$ cat src/rtl/alu_issue_ctrl.sv
// alu_issue_ctrl
//   Issuing side of the ULA interface. Accepts one 32-bit instruction per
//   handshake, reads operands from a synchronous register file, drives the
//   ULA operands for one cycle, captures Resultado/Zero, then retires with a
//   write-back strobe or a branch decision.
//   Sequence: IDLE -> READ -> EXEC -> RETIRE -> IDLE.
//
// Parameters
//   IMM_SIGNED : 1 = imm16 sign-extended onto Dados_2, 0 = zero-extended
//   WB_R0_EN   : 1 = write-back to register 0 allowed, 0 = suppressed
//
// Configuration macro
//   ALU_DIVZERO_TRAP_EN : opcode 0 / funct 3 with Dados_2 == 0 raises Trap
//                         in RETIRE and suppresses the write-back.
//                         Undefined: Trap is tied 0.
//
// Ports
//   clock, reset          clock; asynchronous active-low reset
//   Instr_valid/Instr     instruction offer; Instr_ready high only in IDLE
//   Reg_addr_1/2          rs/rt read addresses of the latched instruction
//   Reg_data_1/2          register data, valid one cycle after the address
//   Opcode/funct/Dados_*  ULA inputs, non-zero only during EXEC
//   Resultado/Zero        ULA result, captured at the end of EXEC
//   Wb_en/Wb_addr/Wb_data write-back strobe, destination, captured result
//   Branch_taken/_target  branch decision pulse and branch immediate
//   Done                  retirement pulse
//   Trap                  divide-by-zero pulse
module alu_issue_ctrl #(
  parameter int unsigned IMM_SIGNED = 1,
  parameter int unsigned WB_R0_EN   = 0
) (
  input  logic        clock,
  input  logic        reset,
  input  logic        Instr_valid,
  input  logic [31:0] Instr,
  output logic        Instr_ready,
  output logic [4:0]  Reg_addr_1,
  output logic [4:0]  Reg_addr_2,
  input  logic [31:0] Reg_data_1,
  input  logic [31:0] Reg_data_2,
  output logic [5:0]  Opcode,
  output logic [5:0]  funct,
  output logic [31:0] Dados_1,
  output logic [31:0] Dados_2,
  input  logic [31:0] Resultado,
  input  logic        Zero,
  output logic        Wb_en,
  output logic [4:0]  Wb_addr,
  output logic [31:0] Wb_data,
  output logic        Branch_taken,
  output logic [15:0] Branch_target,
  output logic        Done,
  output logic        Trap
);

  typedef enum logic [1:0] {
    S_IDLE,
    S_READ,
    S_EXEC,
    S_RETIRE
  } state_t;

  state_t      state_q, state_d;
  logic [31:0] instr_q;
  logic [31:0] wb_data_q;
  logic [4:0]  wb_addr_q;
  logic [15:0] br_target_q;
  logic        wb_pend_q;
  logic        br_pend_q;
  logic        zero_q;
  logic        trap_q;

  logic [5:0]  op;
  logic [5:0]  fn;
  logic [15:0] imm;
  logic [31:0] imm_ext;
  logic        use_imm;
  logic        wb_rd;
  logic        wb_rt;
  logic        is_branch;
  logic [4:0]  wb_dest;
  logic        wb_allowed;
  logic [31:0] operand_b;
  logic        in_exec;
  logic        in_retire;
  logic        accept;
  logic        trap_det;

  // Instruction decode from the latched word
  always_comb begin
    op        = instr_q[31:26];
    fn        = instr_q[5:0];
    imm       = instr_q[15:0];
    use_imm   = 1'b0;
    wb_rd     = 1'b0;
    wb_rt     = 1'b0;
    is_branch = 1'b0;
    case (op)
      6'd2, 6'd20:                   begin use_imm = 1'b1; wb_rt = 1'b1; end
      6'd5:                          begin use_imm = 1'b1; is_branch = 1'b1; end
      6'd6, 6'd7, 6'd8:              use_imm = 1'b1;
      6'd10, 6'd11, 6'd19:           is_branch = 1'b1;
      6'd0, 6'd1, 6'd3, 6'd4, 6'd13,
      6'd15, 6'd16, 6'd17, 6'd18:    wb_rd = 1'b1;
      default:                       ;
    endcase
  end

  always_comb begin
    if (IMM_SIGNED != 0) imm_ext = {{16{imm[15]}}, imm};
    else                 imm_ext = {16'h0000, imm};
  end

  assign wb_dest    = wb_rt ? instr_q[20:16] : instr_q[15:11];
  assign wb_allowed = (wb_rd || wb_rt) && ((WB_R0_EN != 0) || (wb_dest != '0));
  assign operand_b  = use_imm ? imm_ext : Reg_data_2;

  assign in_exec     = (state_q == S_EXEC);
  assign in_retire   = (state_q == S_RETIRE);
  assign Instr_ready = (state_q == S_IDLE);
  assign accept      = Instr_valid && Instr_ready;

  assign Reg_addr_1 = instr_q[25:21];
  assign Reg_addr_2 = instr_q[20:16];

  // ULA inputs are forced to zero outside EXEC
  assign Opcode  = in_exec ? op         : '0;
  assign funct   = in_exec ? fn         : '0;
  assign Dados_1 = in_exec ? Reg_data_1 : '0;
  assign Dados_2 = in_exec ? operand_b  : '0;

`ifdef ALU_DIVZERO_TRAP_EN
  assign trap_det = (op == 6'd0) && (fn == 6'd3) && (operand_b == '0);
`else
  assign trap_det = 1'b0;
`endif

  // Retirement pulses are decoded from the state so an asynchronous reset
  // removes them in the same instant.
  assign Done          = in_retire;
  assign Wb_en         = in_retire && wb_pend_q && !trap_q;
  assign Branch_taken  = in_retire && br_pend_q && zero_q;
  assign Trap          = in_retire && trap_q;
  assign Wb_addr       = wb_addr_q;
  assign Wb_data       = wb_data_q;
  assign Branch_target = br_target_q;

  always_comb begin
    state_d = state_q;
    case (state_q)
      S_IDLE:   if (accept) state_d = S_READ;
      S_READ:   state_d = S_EXEC;
      S_EXEC:   state_d = S_RETIRE;
      S_RETIRE: state_d = S_IDLE;
      default:  state_d = S_IDLE;
    endcase
  end

  always_ff @(posedge clock or negedge reset) begin
    if (!reset) state_q <= S_IDLE;
    else        state_q <= state_d;
  end

  always_ff @(posedge clock or negedge reset) begin
    if (!reset) begin
      instr_q     <= '0;
      wb_data_q   <= '0;
      wb_addr_q   <= '0;
      br_target_q <= '0;
      wb_pend_q   <= 1'b0;
      br_pend_q   <= 1'b0;
      zero_q      <= 1'b0;
      trap_q      <= 1'b0;
    end else begin
      if (accept) instr_q <= Instr;
      if (in_exec) begin
        // A trapping divide leaves the previous result visible
        if (!trap_det) wb_data_q <= Resultado;
        zero_q    <= Zero;
        wb_addr_q <= wb_dest;
        wb_pend_q <= wb_allowed;
        br_pend_q <= is_branch;
        trap_q    <= trap_det;
        if (is_branch) br_target_q <= imm;
      end
    end
  end

endmodule

$ cat config.mk
export PLATFORM = sky130hd
export DESIGN_NAME = alu_issue_ctrl
export DESIGN_NICKNAME = d
export VERILOG_FILES = /design/src/rtl/alu_issue_ctrl.sv
export SDC_FILE = /design/constraint.sdc
export NUM_CORES = 1
export LEC_CHECK = 0
export CAP_MARGIN = 20
export CORE_ASPECT_RATIO = 2
export CORE_MARGIN = 1.5
export CORE_UTILIZATION = 38
export DETAILED_ROUTE_END_ITERATION = 16
export PLACE_DENSITY_LB_ADDON = 0.15
export SLEW_MARGIN = 20
export SYNTH_ARGS = -nofsm -noshare
export SYNTH_HDL_FRONTEND = slang
export SYNTH_SLANG_ARGS = --single-unit
$ cat constraint.sdc
create_clock -name clock -period 2.2 [get_ports clock]
set_input_delay 0.22 -clock clock [delete_from_list [all_inputs] [get_ports clock]]
set_output_delay 0.22 -clock clock [all_outputs]
set_load 0.1 [all_outputs]
After elaboration in Yosys (flattened, before gate mapping)
Index checks and enable logic that the tools add are counted.
{ "totals": {"register_bits": 90, "latch_bits": 0, "ram_bits": 0, "rom_bits": 0, "input_bits": 132, "out_inout_bits": 144, "word_cells": 55, "memories": 0} }
{ "classes": {"n_addsub": 0, "n_mul": 0, "n_div": 0, "order_cmp": 0, "eq_ne": 21, "n_shift": 0, "n_mux": 12, "n_bitwise": 0, "reduce_logical": 14} }
{ "ops": {"columns": ["cell", "n"], "rows": [
  ["2-to-1 mux 32 bit", 3],
  ["equality test 6 x 4 -> 1 bit (second input constant)", 5],
  ["equality test 6 x 5 -> 1 bit (second input constant)", 5],
  ["equality test 6 x 3 -> 1 bit (second input constant)", 4],
  ["equality test 6 x 2 -> 1 bit (second input constant)", 2],
  ["2-to-1 mux 6 bit", 2],
  ["OR reduction 9 bit", 1],
  ["one-hot mux 2 bit (4 select lines)", 1],
  ["equality test 6 x 1 -> 1 bit (second input constant)", 1],
  ["zero test 6 bit", 1],
  ["OR reduction 6 bit", 1],
  ["logical AND 1 bit", 5],
  ["2-to-1 mux 5 bit", 1],
  ["nonzero test 5 bit", 1],
  ["equality test 2 bit (second input constant)", 2],
  ["2-to-1 mux 1 bit", 4],
  ["OR reduction 4 bit", 1],
  ["equality test 2 x 1 -> 1 bit (second input constant)", 1],
  ["zero test 2 bit", 1],
  ["2-to-1 mux 2 bit", 1],
  ["!= test 2 x 1 -> 1 bit (second input constant)", 1],
  ["AND reduction 2 bit", 1],
  ["OR reduction 2 bit", 1],
  ["logical OR 1 bit", 1]
]} }

Longest topological paths before layout
{ "logic_depth": {"ltp_word": 6, "ltp_mapped": 7, "ltp_nobuf": 5} }

Worst setup path before layout
No wires, ideal clock.
{ "synth_path": {"path_type": "flip-flop to output port", "startpoint": "register state_q[0]", "endpoint": "output port Dados_2[14]", "arrival_ps": 2972, "t_required_ps": 1980, "path_slack_ps": -992, "path_stages_with_launch": 8, "n_path_buf": 3, "path_cell_list": "dfrtp_1 -> inv_1 -> ha_1 -> clkbuf_1 -> clkbuf_1 -> clkbuf_1 -> nand2_1 -> mux2i_1"} }
{ "synth_via": {"elab_chain_cells": 2} }
{ "synth_lines": {"columns": ["element", "line_no", "source"], "rows": [
  ["start, declared", "63", "state_t state_q, state_d;"],
  ["start signal, assigned", "161", "else state_q <= state_d;"],
  ["equality test 2 bit", "118", "assign in_exec = (state_q == S_EXEC);"],
  ["2-to-1 mux 32 bit", "130", "assign Dados_2 = in_exec ? operand_b : '0;"],
  ["end, declared", "44", "output logic [31:0] Dados_2,"]
]} }
No other way between the ends.

Worst setup path in the final report
{ "layout_path": {"startpoint": "register instr_q[28]", "endpoint": "output port Dados_2[30]"} }
{ "layout_via": {"elab_chain_cells": 5, "word_cells_on_any_way": 10, "cone_classes": "eq/ne: 6; mux: 3; reduce/logical: 1"} }
{ "layout_lines": {"columns": ["element", "line_no", "source"], "rows": [
  ["start, declared", "64", "logic [31:0] instr_q;"],
  ["start signal, assigned", "175", "if (accept) instr_q <= Instr;"],
  ["equality test 6 x 3 -> 1 bit (tied with other cells)", "98", "case (op)"],
  ["OR reduction 6 bit (no line) *", null, null],
  ["2-to-1 mux 1 bit *", "98", null],
  ["2-to-1 mux 32 bit *", "116", "assign operand_b = use_imm ? imm_ext : Reg_data_2;"],
  ["2-to-1 mux 32 bit *", "130", null]
]} }
Mark *: on every way between the ends. The rest lies on a longest branch, timed or not.

==> flow_metrics.tcl <==
set metrics [dict create \
    first_global_vias 4259 \
    violations "setup timing" \
    grt_util_all_layers_pct 23.5 \
    crit_chain "nor4b_4 -> a31oi_2 -> a211o_4 -> clkbuf_16 -> a31o_2 -> buf_12" \
    end_kind "output pin" \
    startpoint_type "flop" \
    hold_viol 0 \
    fin_nets 788 \
    htree_levels 3 \
    antenna_found_initial 0 \
    hold_class "in2async" \
    clk_pin_slew_ps 60 \
    setup_viol 32 \
    r2r-end "Branch_target[9]" \
    dp_slack_ps 52.9 \
    yosysSeqAreaShare_pct 49.5 \
    crit_path_end "Dados_2[30]" \
    routedWlPerCell_um 18.8 \
    syn2layout_area_growth_pct 95.7 \
    tns_ps -5920 \
    ios 276 \
    cp_data_arrival_time_ps 2200 \
    fmax_mhz 413 \
    drtIter0Drc 136 \
    criticalPathCategory "reg2out" \
    numCtsBuffers 9 \
    fin_crit_sh_pct 110 \
    route.vias.total 3977 \
    dr.pass1.iters 4 \
    r2r_cells 7 \
    finalCriticalPeriod_ps 2420 \
    maxSlewViolCount 0 \
    drc 0 \
    synth_top_family_by_area "multiplexers" \
    coreArea_sq_um 11700 \
    r2r_slack_ps 90 \
    drive_above_1_share_pct 53.3 \
    ys_ff_latch 90 \
    cts_tree "built" \
    clockBufferDepth 2 \
    gr-total-overflow 0 \
    fin_area_sq_um 8910 \
    synth_cell_types 39 \
    status "finished with violations" \
    synth-compound-area-share_pct 6.81 \
    dieArea_sq_um 12700 \
    ctsRootBufferMaster "clkbuf_16" \
    slowest_stage "dfrtp_1" \
    yosys.area_share.simple_pct 11.5 \
    postPlaceCellArea_sq_um 8300 \
    dp_hpwl_mm 11.6 \
    start_util_pct 38.9 \
    crit_family "compound AO/OA/AOI/OAI gates" \
    viasPerCell 4.95 \
    rows 56 \
    setup_ws_ps -219 \
    slowest_delay_ps 430 \
    drtAntennaViolNets 0 \
    grt_setup_unrepaired "yes" \
    startpoint "instr_q[28]" \
    fin_skew_ps 5.70 \
    grt_pass1_wl_mm 22.1 \
    worstPathRequired_ps 1980 \
    avgSynthCellArea_sq_um 12.0 \
    synthXorXnorAreaFrac_pct 0 \
    cts_sinks 90 \
    yosysWarningCount 0 \
    synthAdderAreaFrac_pct 0.824 \
    r2r-start "instr_q[27]" \
    grt_max_degree 70 \
    drt-total-wl_mm 15.1 \
    die_h_um 158 \
    muxShareOfSynthArea_pct 25.2 \
    synth_cells 379 \
    crit_fanout 6 \
    antenna_cells 0 \
    cp.depth 6 \
    synth_nets 514 \
    portBuffers 274 \
    clkLatencyLatePin_ps 330 \
    critPathBufInv 2 \
    maxCapViolCount 0 \
    place_congestion 0.769 \
    synth_area_sq_um 4550 \
    die_w_um 80.4 \
]
==> stage by stage <==
step           util [%]  instances  hold slack [ps]
3_5_place_dp       70.9        775              133
3_3_place_gp       70.9        775              127
6_report           76.2        803              311
2_1_floorplan         -        379            -75.6
4_1_cts            74.9        797              312
5_1_grt            76.2        803              345
==> area by class of cell <==
type / instances / area (sq um)
fill: 755 / 2790
clock inverter: 5 / 109
sequential: 90 / 2260
tap: 145 / 181
inverter: 11 / 41.3
timing repair buffer: 302 / 3700
multi-input combinational: 239 / 2370
clock buffer: 11 / 253
==> registers in the layout, summed over array words and instances, names as in the netlist <==
| name | cells |
|---|---|
| Branch_target | 16 |
| zero_q | 1 |
| wb_pend_q | 1 |
| Wb_data | 32 |
| instr_q | 32 |
| Wb_addr | 5 |
| br_pend_q | 1 |
| state_q | 2 |
==> worst reg2reg max path, delay by kind of cell, from the launching register on <==
family	cells	cell delay, ps
AOI/OAI and AO/OA	2	360
and+or+nand+nor	1	400
buffers and inverters	3	470
muxes	1	330
DFF	1	440
==> synth_stat cells (all sizes together) <==
library cell	instances	area, sq um
ha	3	37.5
buf	24	184
mux2i	20	200
nand3b	1	7.51
a31o	17	149
and3	1	6.26
nor2b	1	6.26
or4b	2	20.0
o31ai	2	15.0
nor3b	1	7.51
conb	1	3.75
and2	41	257
or3b	1	8.76
and3b	1	8.76
clkbuf	15	56.3
a31oi	1	6.26
a21oi	7	35.0
nand2	32	120
o21ai	5	32.5
dfrtp	90	2250
nand2b	1	6.26
and4b	1	10.0
inv	11	41.3
nor2	9	33.8
nor4b	1	15.0
a2111oi	1	27.5
a211oi	3	27.5
a211o	1	8.76
mux2	81	946
a221oi	1	8.76
nor3	2	10.0
nor4	1	6.26
==> cells by family (layout without fill, tap and decap cells) <==
family	Yosys count	in the layout
muxes	101	101
and+or+nand+nor	96	96
DFF	90	90
buffers and inverters	50	329
AOI/OAI and AO/OA	38	38
adders and majority gates	3	3
other	1	1
==> routing by layer <==
layer	wire length, um	track usage [%]	vias to the layer above
met5	0	0	-
met2	8870	48.1	196
met4	406	8.13	0
met1	4550	20.6	1915
met3	1240	6.46	24
li1	-	-	1842
==> cell usage in the layout (no fill, tap or decap), types with 8 or more instances in the layout <==
master           Yosys  final
clkdlybuf4s50_1      0    130
nand2_1             32     32
mux2_4               9      9
buf_4               12     83
dfrtp_1             90     87
a31o_2              16     10
mux2_2              72     72
and2_2               0     33
inv_1               11     11
mux2i_4              0     15
buf_12               0     79
nor2_1               9      8
clkbuf_16            0     12
==> how the worst min path moves through the flow <==
| stage | endpoint | slack [ps] | depth (start not counted) |
|---|---|---|---|
| after CTS | Wb_data[23] | 310 | 2 |
| after floorplan | Branch_target[0] | -80 | 0 |
| final | Wb_data[28] | 310 | 2 |
| after global placement | Wb_data[23] | 130 | 1 |
| after detailed placement | Wb_data[23] | 130 | 1 |
| after global routing | Wb_data[28] | 340 | 2 |
==> timing repair <==
action | CTS | global route
hold buffers | 1 | 0
pin swaps | 6 | 3
endpoints found under the hold margin | 21 | 0
resized for setup | 8 | 12
buffers inserted | 4 | 3
gates cloned | 1 | 3
setup endpoints to repair | 32 | 35
Power is not shown: default switching activity piles up to over one toggle a cycle in this logic, so the estimate is an artifact.
